`src/rtl/timer_pkg.sv`:
```
// Shared types and default sizing for the pulse timer bank.
// Channel state encoding plus the default width and channel count.
package timer_pkg;

  localparam int TIMER_BITWIDTH_DEFAULT = 32;
  localparam int NB_INTERFACES_DEFAULT  = 10;

  typedef enum logic [1:0] {
    IDLE     = 2'b00,
    COUNTING = 2'b01,
    CAPTURED = 2'b10
  } ch_state_e;

endpackage

```
`src/rtl/pulse_timer_ch.sv`:
```
// One timer channel: edge-triggered start/capture, saturating counter,
// sticky overflow flag and a single-cycle alarm pulse.
module pulse_timer_ch
  import timer_pkg::*;
#(
  parameter int TIMER_BITWIDTH = TIMER_BITWIDTH_DEFAULT
) (
  input  logic                      clk,
  input  logic                      rst,
  input  logic                      rst_capture,
  input  logic                      start,
  input  logic                      capture,
  input  logic                      alarm_en,
  input  logic [TIMER_BITWIDTH-1:0] alarm,
  output logic [TIMER_BITWIDTH-1:0] counter,
  output logic [TIMER_BITWIDTH-1:0] captured,
  output logic                      alarm_out,
  output logic                      overflow
);

  localparam logic [TIMER_BITWIDTH-1:0] CNT_ZERO = {TIMER_BITWIDTH{1'b0}};
  localparam logic [TIMER_BITWIDTH-1:0] CNT_ONE  = {{(TIMER_BITWIDTH-1){1'b0}}, 1'b1};
  localparam logic [TIMER_BITWIDTH-1:0] CNT_MAX  = {TIMER_BITWIDTH{1'b1}};

  ch_state_e                 state_r;
  ch_state_e                 state_s;
  logic [TIMER_BITWIDTH-1:0] counter_r;
  logic [TIMER_BITWIDTH-1:0] counter_s;
  logic [TIMER_BITWIDTH-1:0] captured_r;
  logic [TIMER_BITWIDTH-1:0] captured_s;
  logic                      overflow_r;
  logic                      overflow_s;
  logic                      alarm_out_r;
  logic                      alarm_hit_s;
  logic                      start_q_r;
  logic                      capture_q_r;
  logic                      start_edge_s;
  logic                      capture_edge_s;
  logic                      sat_q_r;
  logic                      sat_s;

  // Rising-edge detection against the previous-cycle copies.
  always_comb begin
    start_edge_s   = start & ~start_q_r;
    capture_edge_s = capture & ~capture_q_r;
  end

  // A saturated counter keeps matching a max-valued threshold, so only the
  // first cycle at saturation is allowed to raise the alarm.
  always_comb begin
    sat_s       = (state_r == COUNTING) && (counter_r == CNT_MAX);
    alarm_hit_s = (state_r == COUNTING) && alarm_en
                  && (counter_r == alarm) && (alarm != CNT_ZERO)
                  && !(sat_q_r && (counter_r == CNT_MAX));
  end

  // Next-state and datapath update; rst_capture outranks start, start outranks capture.
  always_comb begin
    state_s    = state_r;
    counter_s  = counter_r;
    captured_s = captured_r;
    overflow_s = overflow_r;
    if (rst_capture) begin
      state_s    = IDLE;
      counter_s  = CNT_ZERO;
      captured_s = CNT_ZERO;
      overflow_s = 1'b0;
    end else if (start_edge_s) begin
      state_s    = COUNTING;
      counter_s  = CNT_ONE;
      overflow_s = 1'b0;
    end else begin
      case (state_r)
        COUNTING: begin
          if (capture_edge_s) begin
            captured_s = counter_r;
            state_s    = CAPTURED;
          end else if (counter_r != CNT_MAX) begin
            counter_s = counter_r + CNT_ONE;
            if (counter_r == (CNT_MAX - CNT_ONE)) begin
              overflow_s = 1'b1;
            end else begin
              overflow_s = overflow_r;
            end
          end else begin
            counter_s = counter_r;
          end
        end
        IDLE: begin
          state_s = IDLE;
        end
        CAPTURED: begin
          state_s = CAPTURED;
        end
        default: begin
          state_s = IDLE;
        end
      endcase
    end
  end

  // State register, edge registers and registered outputs.
  always_ff @(posedge clk) begin
    if (rst) begin
      state_r     <= IDLE;
      counter_r   <= CNT_ZERO;
      captured_r  <= CNT_ZERO;
      overflow_r  <= 1'b0;
      alarm_out_r <= 1'b0;
      start_q_r   <= 1'b0;
      capture_q_r <= 1'b0;
      sat_q_r     <= 1'b0;
    end else begin
      state_r     <= state_s;
      counter_r   <= counter_s;
      captured_r  <= captured_s;
      overflow_r  <= overflow_s;
      alarm_out_r <= alarm_hit_s;
      start_q_r   <= start;
      capture_q_r <= capture;
      sat_q_r     <= sat_s;
    end
  end

  assign counter   = counter_r;
  assign captured  = captured_r;
  assign alarm_out = alarm_out_r;
  assign overflow  = overflow_r;

endmodule

```
`src/rtl/pulse_timer_bank.sv`:
```
// Bank of independent pulse timer channels sharing one clock and reset;
// per-channel buses are packed with channel i at [i*TIMER_BITWIDTH +: TIMER_BITWIDTH].
module pulse_timer_bank
  import timer_pkg::*;
#(
  parameter int TIMER_BITWIDTH = TIMER_BITWIDTH_DEFAULT,
  parameter int NB_INTERFACES  = NB_INTERFACES_DEFAULT
) (
  input  logic                                    clk,
  input  logic                                    rst,
  input  logic [NB_INTERFACES-1:0]                rst_capture,
  input  logic [NB_INTERFACES-1:0]                start,
  input  logic [NB_INTERFACES-1:0]                capture,
  input  logic [NB_INTERFACES-1:0]                alarm_en,
  input  logic [TIMER_BITWIDTH*NB_INTERFACES-1:0] alarm,
  output logic [TIMER_BITWIDTH*NB_INTERFACES-1:0] counter,
  output logic [TIMER_BITWIDTH*NB_INTERFACES-1:0] captured,
  output logic [NB_INTERFACES-1:0]                alarm_out,
  output logic [NB_INTERFACES-1:0]                overflow
);

  for (genvar g = 0; g < NB_INTERFACES; g++) begin : g_ch
    pulse_timer_ch #(
      .TIMER_BITWIDTH(TIMER_BITWIDTH)
    ) u_ch (
      .clk        (clk),
      .rst        (rst),
      .rst_capture(rst_capture[g]),
      .start      (start[g]),
      .capture    (capture[g]),
      .alarm_en   (alarm_en[g]),
      .alarm      (alarm[g*TIMER_BITWIDTH +: TIMER_BITWIDTH]),
      .counter    (counter[g*TIMER_BITWIDTH +: TIMER_BITWIDTH]),
      .captured   (captured[g*TIMER_BITWIDTH +: TIMER_BITWIDTH]),
      .alarm_out  (alarm_out[g]),
      .overflow   (overflow[g])
    );
  end

endmodule

```
`config.mk`:
```
export PLATFORM = sky130hd
export DESIGN_NAME = pulse_timer_bank
export DESIGN_NICKNAME = d
export VERILOG_FILES = /design/src/rtl/timer_pkg.sv /design/src/rtl/pulse_timer_ch.sv /design/src/rtl/pulse_timer_bank.sv
export SDC_FILE = /design/constraint.sdc
export NUM_CORES = 2
export LEC_CHECK = 0
export BUFFER_PORTS_ARGS = -buffer_cell sky130_fd_sc_hd__buf_4
export CAP_MARGIN = 20
export CELL_PAD_IN_SITES_DETAIL_PLACEMENT = 0
export CELL_PAD_IN_SITES_GLOBAL_PLACEMENT = 1
export CORE_AREA = 2 2 401 403
export DETAILED_ROUTE_END_ITERATION = 12
export DIE_AREA = 0 0 403 405
export GPL_TIMING_DRIVEN = 0
export PLACE_DENSITY_LB_ADDON = 0.1
export SLEW_MARGIN = 20
export SYNTH_ARGS = -nofsm -noshare
export SYNTH_HDL_FRONTEND = slang
export SYNTH_HIERARCHICAL = 1
export SYNTH_SLANG_ARGS = --single-unit
```
`constraint.sdc`:
```
create_clock -name clk -period 2.81 [get_ports clk]
set_clock_uncertainty 0.15 [all_clocks]
set_input_delay 0.843 -clock clk [delete_from_list [all_inputs] [get_ports clk]]
set_output_delay 0.843 -clock clk [all_outputs]
set_load 0.02 [all_outputs]
```
==> metrics.txt <==
#FFs+latches synth=710; DRT Pass-1 Iters=7; status=finished, final reports clean; WP depth=6; required time at the worst-slack endpoint=3280 ps; nets=5,905; measured slew at the worst slew-check pin=838 ps; H-tree lvl count=3; Clock Sinks=between 700 and 800; Final setup viols=0; Hold Crit Class=in2reg; Crit. End Element=register; mux share of post-synthesis cell area=less than 1%; DRC viols=0; max-cap viol count=0; internal power=18.2 mW; Die ar.=163,000 um2; share of layout cells above drive strength 1=26.2%; number of vias per cell=4.85; CP max-delay cell=or4_4; sw power=5.92 mW; Final min period=2720 ps; Initial Util=22.1%; Simple-Gate Fraction of Synth Area=28.8%; P&R area growth vs syn=38.9%; logic gate share of total power=5.9%; r2r worst-path depth=6; family with the most delay on the worst path=simple AND/OR/NAND/NOR gates; Routed Antenna Nets=0; post-synthesis compound-gate area fraction=between 10% and 20%; vias in the first global route=36.2k; sequential-to-total area share from yosys stat=40.3%; ys async rst share=0%; Final Hold Violating Endpoints=0; count of pins over their slew limit=0; largest net degree at the start of global routing=approximately 50; f_max=0.367 GHz; Core Area=159,000 um2; 1st-iter DRT viols=2,374; Worst-Skew Late Latency=690 ps; Synth Cell Area=35,300 um2; Hold Path Depth=2; Sum Neg Setup Slack=0 ps; Synth warnings=6; DP HPWL=between 100 and 150 mm; fin area=around 49,000 um2; Power Density=492 nW/um2; port bufs=1,021; Adder-Cell Fraction of Synth Area=under 10%; Switching Fraction=24.6%; routed len/inst=24.8 um; Post-DP Area=45,600 um2; placed insts=7,500; Worst Path Buf+Inv=0; largest family of logic cells by synthesized area=simple AND/OR/NAND/NOR gates; Lkg Pwr=17.7 nW; VDD IR max=458 uV; share of power burned in registers=42.1%; total gr overflow=0; Synth cell types=63; Slew headroom=between 40 and 50%; row cnt=~150; CTS Root Cell=clkbuf_16; Synth Instances=4,393; max incr delay on CP=620 ps; gr usage total=22.3%; syn_nets=roughly 4.8k; DR vias=37.2k; CP Cell Sequence=ha_2 -> nand3_4 -> or4_4 -> or4b_4 -> or3_1 -> a21oi_1; CP Max Fanout=8; Reg clk slew, reported paths=60 ps; Setup CP Type=reg2reg; startpoint types=register; Top Ports=1,022; Post-synth EDFFs=0; first-pass GRT wire length=269 mm; Die Y=405 um; Critical Path AT=about 3200 ps; Clk pwr share=52.0%; CTS tree=yes; Total Power=24.1 mW; total wire length=190 mm; post-route clock period utilization=between 90% and 100%; XOR/XNOR Fraction of Synth Area=9.86%; Die Wd=403 um; initial antenna violation count=28; worst hold slack=227 ps; gpl congestion=0.883; Cell Count, Final, Fillers Out=about 7.7k; TritonCTS buffer count=96; prevailing post-synth register cell=dfxtp_1; syn_area_per_cell=8.03 um2; clock buffer depth=3
-- stage by stage --
| step | setup slack [ps] | util [%] |
|---|---|---|
| after floorplan | 106 | - |
| after global placement | -1690 | 28.6 |
| after detailed placement | -1380 | 28.6 |
| after CTS | 0.741 | 30.7 |
| after global routing | -5.10 | 30.8 |
| final | 87.5 | 30.8 |
-- cell usage in the layout, fill, tap and decap left out, drive strengths merged, types with 9 or more instances in the layout --
cell type and count:
or2 37, inv 48, and4b 9, nor3 20, nand2 831, clkinv 16
o2111ai 9, a31o 18, dfxtp 710, and2 14, nand2b 38, or4b 10
nand3 155, o21ai 123, and3 52, mux2i 10, a2111oi 25, a21oi 560
or3 136, nand4 180, nor2b 41, or4 67, o31ai 53, nor4 171
and4 54, nor2 133, clkbuf 364, ha 30, a21o 17, xnor2 245
a211oi 48, xor2 152, buf 1129
-- final cells by class --
| class | count | area [um2] |
|---|---|---|
| repair buffers | 1029 | 7740 |
| fillers | 17400 | 110000 |
| well taps | 2086 | 2610 |
| diodes | 2 | 5.00 |
| plain buffers | 326 | 1560 |
| clock buffers | 138 | 2800 |
| multi-input cells | 3303 | 19500 |
| clock inverters | 27 | 333 |
| inverters | 47 | 176 |
| flip-flops and latches | 710 | 14300 |
-- repair_timing --
item | 4_1_cts | 5_1_grt
hold buffers | 0 | 0
resized for setup | 45 | 74
setup buffers | 3 | 5
pin swaps | 2 | 3
endpoints found under the setup margin | 281 | 160
-- synthesized netlist by cell type, types with 53 or more instances --
master,count,area share (%)
a21oi_1,560,7.9
buf_2,67,0.95
clkbuf_1,224,2.4
dfxtp_1,710,40
nand2_1,831,8.8
nand3_1,154,2.2
nand4_1,178,3.2
nor2_1,133,1.4
nor4_1,167,3.0
o21ai_0,121,1.7
o31ai_1,53,1.1
or3_1,136,2.4
or4_1,64,1.4
xnor2_1,245,6.1
xor2_1,152,3.8
-- state kept, by name, summed over array words and instances (netlist names) --
| name | count |
|---|---|
| g_ch.u_ch/captured | 320 |
| g_ch.u_ch/counter | 320 |
| g_ch.u_ch/state_r | 20 |
| g_ch.u_ch/alarm_out | 10 |
| g_ch.u_ch/capture_q_r | 10 |
| g_ch.u_ch/overflow | 10 |
| g_ch.u_ch/sat_q_r | 10 |
| g_ch.u_ch/start_q_r | 10 |
-- per-layer routing --
metal	track usage [%]	up-vias	routed length, um	part of all wire (%)
li1	-	17900	-	-
met1	27.7	18000	80400	42
met3	7.01	201	15300	8.0
met5	0	-	220	0.12
met2	37.5	1052	90700	48
met4	5.05	38	3750	2.0
-- cell families after synthesis --
| logic type | count (synthesis) |
|---|---|
| simple gates | 1968 |
| compound gates | 898 |
| flops | 710 |
| xor+xnor | 397 |
| buf+inv | 380 |
| fa+ha+maj | 30 |
| mux | 10 |
-- final timing paths --
path	slack (ps)	from	end
min	230	start[3]	g_ch[3].u_ch/start_q_r$_SDFF_PP0_
max reg2reg	90	g_ch[9].u_ch/counter[0]$_SDFFE_PP0P_	g_ch[9].u_ch/counter[28]$_SDFFE_PP0P_
min reg2reg	250	g_ch[6].u_ch/sat_q_r$_SDFF_PP0_	g_ch[6].u_ch/alarm_out$_SDFF_PP0_
max	90	g_ch[9].u_ch/counter[0]$_SDFFE_PP0P_	g_ch[9].u_ch/counter[28]$_SDFFE_PP0P_
-- power groups by stage --
| stage | clock, mW | combinational [mW] | sequential (mW) |
|---|---|---|---|
| 5_1_grt | 13.3 | 1.54 | 10.1 |
| 2_1_floorplan | 0 | 0.535 | 10.4 |
| 3_3_place_gp | 0 | 1.44 | 10.4 |
| 3_5_place_dp | 0 | 1.44 | 10.4 |
| 4_1_cts | 13.0 | 1.44 | 10.1 |
| 6_report | 12.5 | 1.43 | 10.1 |
No activity file was read; power rests on OpenSTA's default activity.
